$ cat config.mk
export PLATFORM = sky130hd
export DESIGN_NAME = uart_rx_engine
export DESIGN_NICKNAME = d
export VERILOG_FILES = /design/src/rtl/uart_pkg.sv /design/src/rtl/bit_timer.sv /design/src/rtl/uart_rx_engine.sv
export SDC_FILE = /design/constraint.sdc
export NUM_CORES = 1
export LEC_CHECK = 0
export BUFFER_PORTS_ARGS = -buffer_cell sky130_fd_sc_hd__buf_2
export CAP_MARGIN = 20
export CORE_ASPECT_RATIO = 0.6
export CORE_MARGIN = 3
export CORE_UTILIZATION = 45
export CTS_CLUSTER_SIZE = 25
export DETAILED_ROUTE_END_ITERATION = 6
export MAX_ROUTING_LAYER = met4
export PLACE_DENSITY = 0.65
export SLEW_MARGIN = 20
export SYNTH_ARGS = -nofsm -noshare
export SYNTH_HDL_FRONTEND = slang
export SYNTH_SLANG_ARGS = --single-unit
$ cat constraint.sdc
create_clock -name clk -period 12.3 [get_ports clk]
set_input_delay 0.615 -clock clk [delete_from_list [all_inputs] [get_ports clk]]
set_output_delay 0.615 -clock clk [all_outputs]
set_load 0.02 [all_outputs]
$ cat src/rtl/uart_pkg.sv
// Shared UART definitions: FSM encoding, widths, frame-length helpers.
// Used by both the receive and transmit engines.
package uart_pkg;

    localparam int unsigned K_W   = 19;
    localparam int unsigned SR_W  = 10;
    localparam int unsigned CNT_W = 4;
    localparam int unsigned BITS7 = 7;
    localparam int unsigned BITS8 = 8;

    typedef enum logic [1:0] {
        ST_IDLE  = 2'd0,
        ST_START = 2'd1,
        ST_DATA  = 2'd2
    } uart_state_e;

    function automatic logic [CNT_W-1:0] data_bits(input logic eight);
        return eight ? CNT_W'(BITS8) : CNT_W'(BITS7);
    endfunction

    // Bits after the start bit: data + optional parity + stop.
    function automatic logic [CNT_W-1:0] frame_len(input logic eight, input logic pen);
        return data_bits(eight) + CNT_W'(pen) + CNT_W'(1);
    endfunction

endpackage

$ cat src/rtl/bit_timer.sv
// Bit-time counter: pulses tick after k cycles, or k>>1 cycles when half=1.
// Counter is held at zero while run is low and reloads on every tick.
module bit_timer
    import uart_pkg::*;
(
    input  logic           clk,
    input  logic           rst,
    input  logic           run,
    input  logic           half,
    input  logic [K_W-1:0] k,
    output logic           tick
);

    logic [K_W-1:0] r_cnt;
    logic [K_W-1:0] w_term;

    assign w_term = half ? (k >> 1) : k;
    assign tick   = run && (r_cnt == (w_term - K_W'(1)));

    always_ff @(posedge clk or negedge rst) begin
        if (!rst) begin
            r_cnt <= '0;
        end else if (!run || tick) begin
            r_cnt <= '0;
        end else begin
            r_cnt <= r_cnt + K_W'(1);
        end
    end

endmodule

$ cat src/rtl/uart_rx_engine.sv
// UART receive engine: synchronizes rx, finds start bits, deserializes
// 7/8-bit frames with optional parity and reports data plus status flags.
module uart_rx_engine
    import uart_pkg::*;
(
    input  logic           clk,
    input  logic           rst,
    input  logic           rx,
    input  logic           eight,
    input  logic           pen,
    input  logic           ohel,
    input  logic [K_W-1:0] k,
    input  logic           clr,
    output logic [7:0]     data,
    output logic           rx_rdy,
    output logic           perr,
    output logic           ferr,
    output logic           ovf
);

    logic              r_sync1, r_sync2;
    uart_state_e       r_state, w_state_nx;
    logic              r_eight, r_pen, r_ohel;
    logic [K_W-1:0]    r_k;
    logic [CNT_W-1:0]  r_bitcnt;
    logic [SR_W-1:0]   r_sr;
    logic [7:0]        r_data;
    logic              r_rx_rdy, r_perr, r_ferr, r_ovf;

    logic              w_rx, w_run, w_half, w_tick;
    logic              w_start_go, w_shift, w_done;
    logic [CNT_W-1:0]  w_nbits;
    logic [SR_W:0]     w_word, w_frame;
    logic [7:0]        w_data;
    logic              w_par, w_stop, w_perr;

    assign w_rx    = r_sync2;
    assign w_run   = (r_state != ST_IDLE);
    assign w_half  = (r_state == ST_START);
    assign w_nbits = frame_len(r_eight, r_pen);

    bit_timer u_bit_timer (
        .clk  (clk),
        .rst  (rst),
        .run  (w_run),
        .half (w_half),
        .k    (r_k),
        .tick (w_tick)
    );

    // Earlier samples plus the stop sample, realigned so data bit 0 sits at bit 0.
    assign w_word  = {w_rx, r_sr};
    assign w_frame = w_word >> (CNT_W'(SR_W + 1) - w_nbits);
    assign w_data  = {r_eight & w_frame[7], w_frame[6:0]};
    assign w_par   = w_frame[w_nbits - CNT_W'(2)];
    assign w_stop  = w_frame[w_nbits - CNT_W'(1)];
    assign w_perr  = r_pen & ((^w_data) ^ w_par ^ r_ohel);

    always_ff @(posedge clk or negedge rst) begin
        if (!rst) begin
            r_state <= ST_IDLE;
        end else begin
            r_state <= w_state_nx;
        end
    end

    always_comb begin
        w_state_nx = r_state;
        w_start_go = 1'b0;
        w_shift    = 1'b0;
        w_done     = 1'b0;
        case (r_state)
            ST_IDLE: begin
                if (!w_rx) begin
                    w_state_nx = ST_START;
                    w_start_go = 1'b1;
                end
            end
            ST_START: begin
                if (w_tick) begin
                    w_state_nx = w_rx ? ST_IDLE : ST_DATA;
                end
            end
            ST_DATA: begin
                if (w_tick) begin
                    w_shift = 1'b1;
                    if (r_bitcnt == (w_nbits - CNT_W'(1))) begin
                        w_done     = 1'b1;
                        w_state_nx = ST_IDLE;
                    end
                end
            end
            default: w_state_nx = ST_IDLE;
        endcase
    end

    always_ff @(posedge clk or negedge rst) begin
        if (!rst) begin
            r_sync1  <= 1'b1;
            r_sync2  <= 1'b1;
            r_eight  <= 1'b0;
            r_pen    <= 1'b0;
            r_ohel   <= 1'b0;
            r_k      <= '0;
            r_bitcnt <= '0;
            r_sr     <= '0;
        end else begin
            r_sync1 <= rx;
            r_sync2 <= r_sync1;
            if (w_start_go) begin
                r_eight <= eight;
                r_pen   <= pen;
                r_ohel  <= ohel;
                r_k     <= k;
            end
            if (r_state != ST_DATA) begin
                r_bitcnt <= '0;
            end else if (w_shift) begin
                r_bitcnt <= r_bitcnt + CNT_W'(1);
            end
            if (w_shift) begin
                r_sr <= {w_rx, r_sr[SR_W-1:1]};
            end
        end
    end

    // Frame completion takes priority over a simultaneous clear.
    always_ff @(posedge clk or negedge rst) begin
        if (!rst) begin
            r_data   <= '0;
            r_rx_rdy <= 1'b0;
            r_perr   <= 1'b0;
            r_ferr   <= 1'b0;
            r_ovf    <= 1'b0;
        end else if (w_done) begin
            r_data   <= w_data;
            r_rx_rdy <= 1'b1;
            r_perr   <= w_perr;
            r_ferr   <= ~w_stop;
            r_ovf    <= r_rx_rdy & ~clr;
        end else if (clr) begin
            r_rx_rdy <= 1'b0;
            r_perr   <= 1'b0;
            r_ferr   <= 1'b0;
            r_ovf    <= 1'b0;
        end
    end

    assign data   = r_data;
    assign rx_rdy = r_rx_rdy;
    assign perr   = r_perr;
    assign ferr   = r_ferr;
    assign ovf    = r_ovf;

endmodule

# Word level (Yosys, flattened, before mapping)
# Cells that the tools add are included.
dict set report totals {
  out_inout_bits 12
  inputBits 26
  word_cells 78
  reg_bits 71
}
dict set report classes {
  shifts 1
  eq_ne 9
  magnitude_cmp 2
  n_reduce_logical 9
  n_addsub 8
  bitwise_logic 7
  mux 27
}
# operator count
set ops {}
lappend ops {{$mux W19} 2}
lappend ops {{$add A19 B1 Y19 const B} 1}
lappend ops {{$eq A19 B19 Y1} 1}
lappend ops {{$sub A19 B1 Y19 const B} 1}
lappend ops {{$mux W1} 14}
lappend ops {{$mux W4} 3}
lappend ops {{$shr A11 B4 Y11} 1}
lappend ops {{$lt A4 B5 Y1 const B} 2}
lappend ops {{$mux W2} 5}
lappend ops {{$add A4 B1 Y4 const B} 2}
lappend ops {{$bmux W1 S4} 2}
lappend ops {{$ne A2 B2 Y1 const B} 4}
lappend ops {{$reduce_xor A8 Y1} 1}
lappend ops {{$pmux W2 S3} 1}
lappend ops {{$reduce_bool A2 Y1} 3}
lappend ops {{$add A4 B1 Y4} 1}
lappend ops {{$eq A4 B4 Y1} 1}
lappend ops {{$reduce_and A4 Y1} 1}
lappend ops {{$sub A4 B1 Y4 const B} 1}
lappend ops {{$sub A4 B2 Y4 const B} 1}
lappend ops {{$sub A4 B4 Y4 const A} 1}
lappend ops {{$and A1 B1 Y1} 3}
lappend ops {{$eq A2 B1 Y1 const B} 1}
lappend ops {{$eq A2 B2 Y1 const B} 1}
lappend ops {{7 further kinds} 9}

# Depth between registers and ports, before layout
# Gate-level depths: netlist of run 1.
dict set report depth {
  depth_word 11
  depth_mapped 18
  mapped_depth_nobuf 11
}

# By module
# A second synthesis of run 1 with hierarchy kept.
dict set report unflattened {
  hier_cells 504
  hier_area_um2 4745.8
}
# module cells_per_inst n_inst area_each_um2 seq_area_each_um2
set modules_own_cells {}
lappend modules_own_cells {uart_rx_engine 232 1 2673.8 1303.8}
lappend modules_own_cells {bit_timer 272 1 2072.0 475.5}

# Least setup slack after synthesis of run 1
# No wires, ideal clock.
dict set report synth_path {
  path_type {reg2reg}
  start {reg r_state[0]}
  end {reg r_data[1], in the netlist data[1]}
  setup_ns 0.125
  path_buffers 5
  setup_slack_ns 8.449
  t_required_ns 12.175
  synth_period_minus_slack_ns 3.851
  path_stages_with_launch 17
  t_arrival_ns 3.726
  cell_sequence {dfrtp_1 > buf_2 > nor2b_1 > buf_4 > buf_4 > buf_4 > mux2i_1 > ha_1 > or4b_1 > a21oi_1 > nand3_1 > xnor2_1 > nand4b_4 > nor4_4 > and3_4 > buf_12 > mux2_4}
}
dict set report synth_via {
  elab_chain_len 7
  word_cells_on_any_way 9
  cone_classes {add/sub: 1; eq/ne: 3; mux: 3; reduce/logical: 2}
}
# item line
set synth_rtl {}
lappend synth_rtl {{from (decl)} uart_rx_engine.sv:22} ;# uart_state_e r_state, w_state_nx;
lappend synth_rtl {{from (signal assigned)} uart_rx_engine.sv:63} ;# r_state <= w_state_nx;
lappend synth_rtl {{$eq A2 B1 Y1} uart_rx_engine.sv:39} ;# assign w_half = (r_state == ST_START);
lappend synth_rtl {{$mux W19} bit_timer.sv:17} ;# assign w_term = half ? (k >> 1) : k;
lappend synth_rtl {{$sub A19 B1 Y19} bit_timer.sv:18} ;# assign tick = run && (r_cnt == (w_term - K_W'(1)));
lappend synth_rtl {{$eq A19 B19 Y1} bit_timer.sv:18}
lappend synth_rtl {{$logic_and A1 B1 Y1} bit_timer.sv:18}
lappend synth_rtl {{$mux W1} uart_rx_engine.sv:85} ;# if (w_tick) begin
lappend synth_rtl {{$mux W1 (*)} uart_rx_engine.sv:72} ;# case (r_state)
lappend synth_rtl {{to (signal assigned)} uart_rx_engine.sv:136} ;# r_data <= w_data;
lappend synth_rtl {{to (decl)} uart_rx_engine.sv:27} ;# logic [7:0] r_data;
# Mark *: on every way between the ends. The rest lies on a longest branch, timed or not.
# A chain may end at the register's enable or synchronous reset.

# Final worst setup path of run 1
dict set report layout_path {
  start {reg r_state[0]}
  end {reg r_data[7], in the netlist data[7]}
}
# Same word-level chain as after synthesis.

==> results.py, run 1 <==
metrics = {
    "outcome": {
        "outcome": "completed",
    },
    "drt": {
        "met2_length_mm": 4.29,
        "vias": 3472,
        "drtPass1Iterations": 5,
        "drt_iter0_markers": 269,
        "top_layer": "met4",
        "postRouteAntennaNets": 0,
        "drc": 0,
        "viasPerCell": 5.67,
        "wirelength_mm": 10.7,
        "route.met3.wl_um": 702,
        "drt-met1-wl_mm": 5.62,
        "drt-wirelength-per-cell_um": 17.5,
    },
    "grt": {
        "grt_pass1_wl_mm": 18.2,
        "antenna_found_initial": 0,
        "grt_max_degree": 72,
        "grt_pass1_vias": 3349,
        "grt_use_total": 0.208,
        "grt_overflow": 0,
    },
    "yosys": {
        "ys_types": 61,
        "post_synth_fa_ha_maj_area_fraction": 0.0216,
        "syn-num-nets": 483,
        "ys_async_sr_fraction": 1.00,
        "synthMuxAreaShare": 0.164,
        "yosysTopAreaCellShare": 0.373,
        "synth-edff-count": 0,
        "synth_area_per_cell_um2": 10.3,
        "yosysMostFrequentCell": "dfrtp_1",
        "netlist_top_cells_count": "dfrtp_1, nand2_1, mux2_2, xnor2_1, nor2_1",
        "synth-simple-area-share": 0.199,
        "yosysSeqAreaShare": 0.384,
        "synth-xor-area-share": 0.112,
        "synthTopCellsByArea": "dfrtp_1, mux2_2, xnor2_1",
        "synth_cells": 449,
        "yosysTopAreaCell": "dfrtp_1",
        "ys_seq_elements": 71,
        "synthFlopType": "dfrtp_1",
        "synth_compound_area_frac": 0.0846,
        "synth_area_um2": 4630,
        "yosys_warnings": 0,
        "synth_top_family_by_area": "simple AND/OR/NAND/NOR gates",
    },
    "setup_path": {
        "crit_start": "r_state[0]",
        "crit_arrival_ps": 4280,
        "start_kind": "flip-flop",
        "crit_required_ps": 12520,
        "cp-endpoint": "data[7]",
        "end_kind": "flip-flop",
        "r2r_slack_ps": 8240,
        "r2r-start": "r_state[0]",
        "rr_worst_depth": 10,
        "path_max_fanout": 12,
        "r2r_end": "data[7]",
        "worstSetupPathType": "flip-flop to flip-flop",
    },
    "pwr": {
        "p_sw_w": 0.000164,
        "vdd_drop_max_uv": 70.4,
        "p_seq_frac": 0.449,
        "sw_frac_of_total": 0.275,
        "p_clk_frac": 0.423,
        "pwr_density_cell_nw_per_um2": 115,
        "p_int_w": 0.000432,
        "p_leak_nw": 2.36,
        "p_comb_frac": 0.128,
    },
    "timing": {
        "finalSetupTns_ps": 0,
        "worst_slew_pin_slew_ps": 901,
        "final.period_utilization": 0.330,
        "relSlewSlack": 0.399,
        "clock_skew_ps": 7.46,
        "setup_viol": 0,
        "timing.fmax_mhz": 246,
        "slew_violations": 0,
        "finalHoldViolCount": 0,
        "post-route-min-period_ps": 4060,
        "rsz0062_at_grt": "false",
    },
    "clock_tree": {
        "cts_root_buf": "clkbuf_16",
        "cts.clk_slew.worst_paths_ps": 60,
        "cts_setup_buffers": 0,
        "max-clock-path-buffers": 2,
        "cts_buffers": 9,
        "cts_tree": "built",
        "htree_levels": 3,
        "clock-sinks": 71,
        "cts_hold_buf": 0,
        "postCtsResizedCells": 0,
        "insertion_delay_ps": 340,
    },
    "floorplanning": {
        "initial_core_util": 0.482,
        "core_area_um2": 9590,
        "die_h_um": 84.6,
        "dieArea_um2": 11600,
        "row_count": 27,
        "ioPinCount": 38,
        "die_x_um": 137,
    },
    "placement": {
        "routabilityCongestion": 0.891,
        "hpwlAfterDp_mm": 8.03,
        "port_buffers": 37,
        "place_area_um2": 4880,
    },
    "min_path": {
        "min_path_type": "flip-flop to flip-flop",
    },
    "flow_run": {
        "cap_viol_max_count": 0,
    },
    "layout": {
        "post_route_cells_drive_above_1_share": 0.237,
        "n_antenna_cell": 0,
        "final_cell_area_um2": 5170,
        "area_growth_pct": 11.7,
        "fin_nets": 511,
    },
}
metal layers:
metal  vias up  global-route usage
met5         -                   -
met4         0              0.0480
met3        10              0.0461
met2        97               0.261
met1      1714               0.330
li1       1651                   -
state kept, by name, indices dropped and copies added (netlist names), 2 cells and up:
signal,cells
r_sr,10
r_state,2
r_k,19
r_bitcnt,4
data,8
u_bit_timer.r_cnt,19
critical path: stages (launching register included):
cell	delay (ps)
dfrtp_1	510
nor2b_2	290
mux2i_1	320
ha_1	270
or4b_1	530
a21oi_1	220
and4_1	300
a31oi_1	200
nor4_4	520
and3_4	420
mux2_2	360
power by group through the flow:
stage | registers, W | clock network (W) | logic (W)
2_1_floorplan | 0.000264 | 0 | 0.0000584
3_3_place_gp | 0.000270 | 0 | 0.0000743
3_5_place_dp | 0.000271 | 0 | 0.0000760
4_1_cts | 0.000267 | 0.000260 | 0.0000767
5_1_grt | 0.000270 | 0.000269 | 0.0000847
6_report | 0.000267 | 0.000252 | 0.0000763
per-stage QoR:
stage	instances	hold slack (ps)	setup WS, ps	util	power, W
2_1_floorplan	449	319	8450	-	0.000322
3_3_place_gp	596	346	8520	0.508	0.000345
3_5_place_dp	596	356	8340	0.508	0.000347
4_1_cts	612	361	8280	0.539	0.000603
5_1_grt	612	358	8000	0.539	0.000623
6_report	612	361	8240	0.539	0.000595
cell usage in the layout (no fill, tap or decap), types with 4 or more instances in the layout:
cell | netlist | final
a211oi_1 | 5 | 5
a21oi_1 | 12 | 12
and3_1 | 13 | 13
and3b_1 | 5 | 5
buf_2 | 2 | 37
buf_4 | 5 | 4
clkbuf_16 | 0 | 9
dfrtp_1 | 69 | 69
ha_1 | 8 | 8
inv_1 | 6 | 6
mux2_2 | 33 | 33
mux2_4 | 6 | 6
mux2i_1 | 23 | 23
nand2_1 | 37 | 37
nand2b_1 | 16 | 16
nand3_1 | 15 | 15
nand4_1 | 5 | 5
nor2_1 | 29 | 29
nor2b_1 | 6 | 5
nor3_1 | 10 | 9
o21ai_0 | 13 | 13
xnor2_1 | 32 | 32
xor2_1 | 22 | 22
how the worst min path moves through the flow:
stage | startpoint | to | slack [ps] | cells after the start
final | r_sync1 | r_sync2 | 360 | 0
after global routing | rx | r_sync1 | 360 | 1
after CTS | rx | r_sync1 | 360 | 1
after detailed placement | r_sync1 | r_sync2 | 360 | 0
after global placement | r_sync1 | r_sync2 | 350 | 0
after floorplan | rst | data[0] | 320 | 0
area by class of cell:
class                           instances  area (µm²)
Tap cell                              130         163
Timing Repair Buffer                   41         215
Fill cell                             882        4420
Sequential cell                        71        1780
Inverter                                6        22.5
Multi-Input combinational cell        348        2700
Clock inverter                          5        40.0
Clock buffer                           11         253
cell families (layout without fill, tap and decap cells):
family,Yosys count,in the layout
AO/OA/AOI/OAI,56,56
XOR/XNOR,56,56
adder cells (fa/ha/maj),8,8
buffers and inverters,30,63
flip-flops,71,71
multiplexers,65,65
AND/OR/NAND/NOR,163,163
(Power assumes the default switching activity.)
==> run 2: changes to the inputs <==
--- a/config.mk
+++ b/config.mk
@@ -13,7 +13,7 @@
 export CTS_CLUSTER_SIZE = 25
 export DETAILED_ROUTE_END_ITERATION = 6
 export MAX_ROUTING_LAYER = met4
-export PLACE_DENSITY = 0.65
+export PLACE_DENSITY = 0.67
 export SLEW_MARGIN = 20
 export SYNTH_ARGS = -nofsm -noshare
 export SYNTH_HDL_FRONTEND = slang
==> constraint.sdc (replaced) <==
create_clock -name clk -period 3.5 [get_ports clk]
set_input_delay 0.175 -clock clk [delete_from_list [all_inputs] [get_ports clk]]
set_output_delay 0.175 -clock clk [all_outputs]
set_load 0.02 [all_outputs]
==> results.py, run 2 (synthesis gave the netlist of run 1 again) <==
metrics = {
    "setup_path": {
        "crit_chain": "nor2b_4 > mux2i_2 > ha_2 > or4b_4 > a21oi_2 > and4_2 > a31oi_1 > nor4_4 > and3_2 > mux2_4",
        "crit_arrival_ps": 3630,
        "crit_required_ps": 3720,
        "crit_family": "simple AND/OR/NAND/NOR gates",
        "worst_path_max_delay_cell": "or4b_4",
        "start_kind": "flip-flop",
        "cp_num_cells": 10,
        "rr_worst_depth": 10,
        "worstSetupPathType": "flip-flop to flip-flop",
        "end_kind": "flip-flop",
        "max_stage_delay_ps": 500,
        "cp_num_buf_inv": 0,
        "crit_start": "r_state[1]",
        "path_max_fanout": 5,
        "r2r-start": "r_state[1]",
    },
    "drt": {
        "postRouteAntennaNets": 0,
        "drtPass1Iterations": 5,
        "vias": 3582,
        "drc": 0,
        "drt_iter0_markers": 320,
        "wirelength_mm": 11.0,
        "drt-wirelength-per-cell_um": 17.2,
        "viasPerCell": 5.61,
    },
    "timing": {
        "final.period_utilization": 0.973,
        "finalSetupTns_ps": 0,
        "post-route-min-period_ps": 3410,
        "timing.fmax_mhz": 294,
        "worst_slew_pin_slew_ps": 897,
        "fin_ws_ps": 93.6,
        "rsz0062_at_grt": "true",
        "relSlewSlack": 0.402,
        "slew_violations": 0,
        "clock_skew_ps": 7.41,
        "setup_viol": 0,
        "finalHoldViolCount": 0,
    },
    "placement": {
        "hpwlAfterDp_mm": 7.98,
        "routabilityCongestion": 0.968,
        "preCtsSetupSlack_ps": 20.7,
        "dp_cells": 615,
        "place_area_um2": 5040,
        "port_buffers": 37,
    },
    "floorplanning": {
        "row_count": 27,
        "die_h_um": 84.6,
        "initial_core_util": 0.482,
        "ioPinCount": 38,
        "die_x_um": 137,
        "core_area_um2": 9590,
        "dieArea_um2": 11600,
    },
    "grt": {
        "grt_pass1_wl_mm": 17.5,
        "grt_pass1_vias": 3277,
        "grt_max_degree": 72,
        "antenna_found_initial": 0,
        "grt_overflow": 0,
        "grt_use_total": 0.199,
    },
    "clock_tree": {
        "cts_tree": "built",
        "clock-sinks": 71,
        "cts_root_buf": "clkbuf_16",
        "insertion_delay_ps": 330,
        "max-clock-path-buffers": 2,
        "htree_levels": 3,
        "cts.clk_slew.worst_paths_ps": 60,
        "cts_buffers": 9,
    },
    "layout": {
        "regArea_um2": 1780,
        "fin_cells": 638,
        "layout_commonest_cell": "dfrtp_1",
        "fillCellCount": 849,
        "n_antenna_cell": 0,
        "multiInputGateArea_um2": 2780,
        "reg.largest.list": "r_k: 19 flops, u_bit_timer.r_cnt: 19 flops, r_sr: 10 flops",
        "post_route_cells_drive_above_1_share": 0.285,
        "area_growth_pct": 17.1,
        "final_cell_area_um2": 5420,
        "fin_nets": 537,
        "layout_common_cells": "dfrtp_1, nand2_1, buf_2",
    },
    "pwr": {
        "vdd_drop_max_uv": 215,
        "p_leak_nw": 2.51,
        "pwr_density_cell_nw_per_um2": 383,
    },
    "flow_run": {
        "cap_viol_max_count": 0,
    },
    "min_path": {
        "min_path_type": "input pin to asynchronous set/reset pin",
    },
    "outcome": {
        "outcome": "completed",
    },
}
## run 2: changes by cell type in the layout (fill, tap and decap cells not counted), sizes merged
cell	delta
clkinv	+2
and3	+1
clkbuf	+2
buf	+23
nand4	+1
inv	-2
dlygate4sd3	+1
clkinvlp	-2
## run 2: final timing paths
| path | endpoint | slack (ps) |
|---|---|---|
| worst max register to register | data[6] | 90 |
| max in group asynchronous | r_sr[5] | 2860 |
| worst min register to register | r_sync2 | 350 |
| worst max-delay path | data[6] | 90 |
| worst min-delay path | r_k[6] | 50 |
| min in group clk | r_eight | 50 |
## run 2: per-stage QoR
| step | total power (W) | util | hold WS [ps] |
|---|---|---|---|
| floorplan | 0.00113 | - | -121 |
| global placement | 0.00122 | 0.526 | 280 |
| detailed placement | 0.00123 | 0.526 | 283 |
| CTS | 0.00209 | 0.557 | 50.6 |
| global route | 0.00217 | 0.565 | 63.1 |
| finish | 0.00208 | 0.565 | 47.3 |
## run 2: final cells by class
| type | instances | share of cell area |
|---|---|---|
| Clock buffer | 13 | 0.0480 |
| Clock inverter | 3 | 0.00323 |
| Inverter | 6 | 0.00416 |
| Multi-Input combinational cell | 350 | 0.512 |
| Sequential cell | 71 | 0.328 |
| Tap cell | 130 | 0.0300 |
| Timing Repair Buffer | 65 | 0.0741 |
## run 2: per-layer routing
layer,share of wire,vias up,track usage
met4,0.0084,0,0.0516
li1,-,1705,-
met2,0.40,119,0.249
met5,0,-,-
met3,0.058,13,0.0389
met1,0.54,1745,0.319
## run 2: report_power, final
part	switching (W)	internal [W]	total (W)
sequential	0.0000706	0.000866	0.000936
clock	0.000332	0.000516	0.000848
combinational	0.000150	0.000141	0.000291
total	0.000553	0.00152	0.00208
## run 2: timing repair
| item | CTS | global route |
|---|---|---|
| cloned | 0 | 2 |
| hold endpoints to repair | 1 | 0 |
| resized for setup | 0 | 7 |
| hold buffers | 1 | 0 |
| setup buffers | 1 | 3 |
| endpoints found under the setup margin | 13 | 44 |
| pin swaps | 0 | 3 |
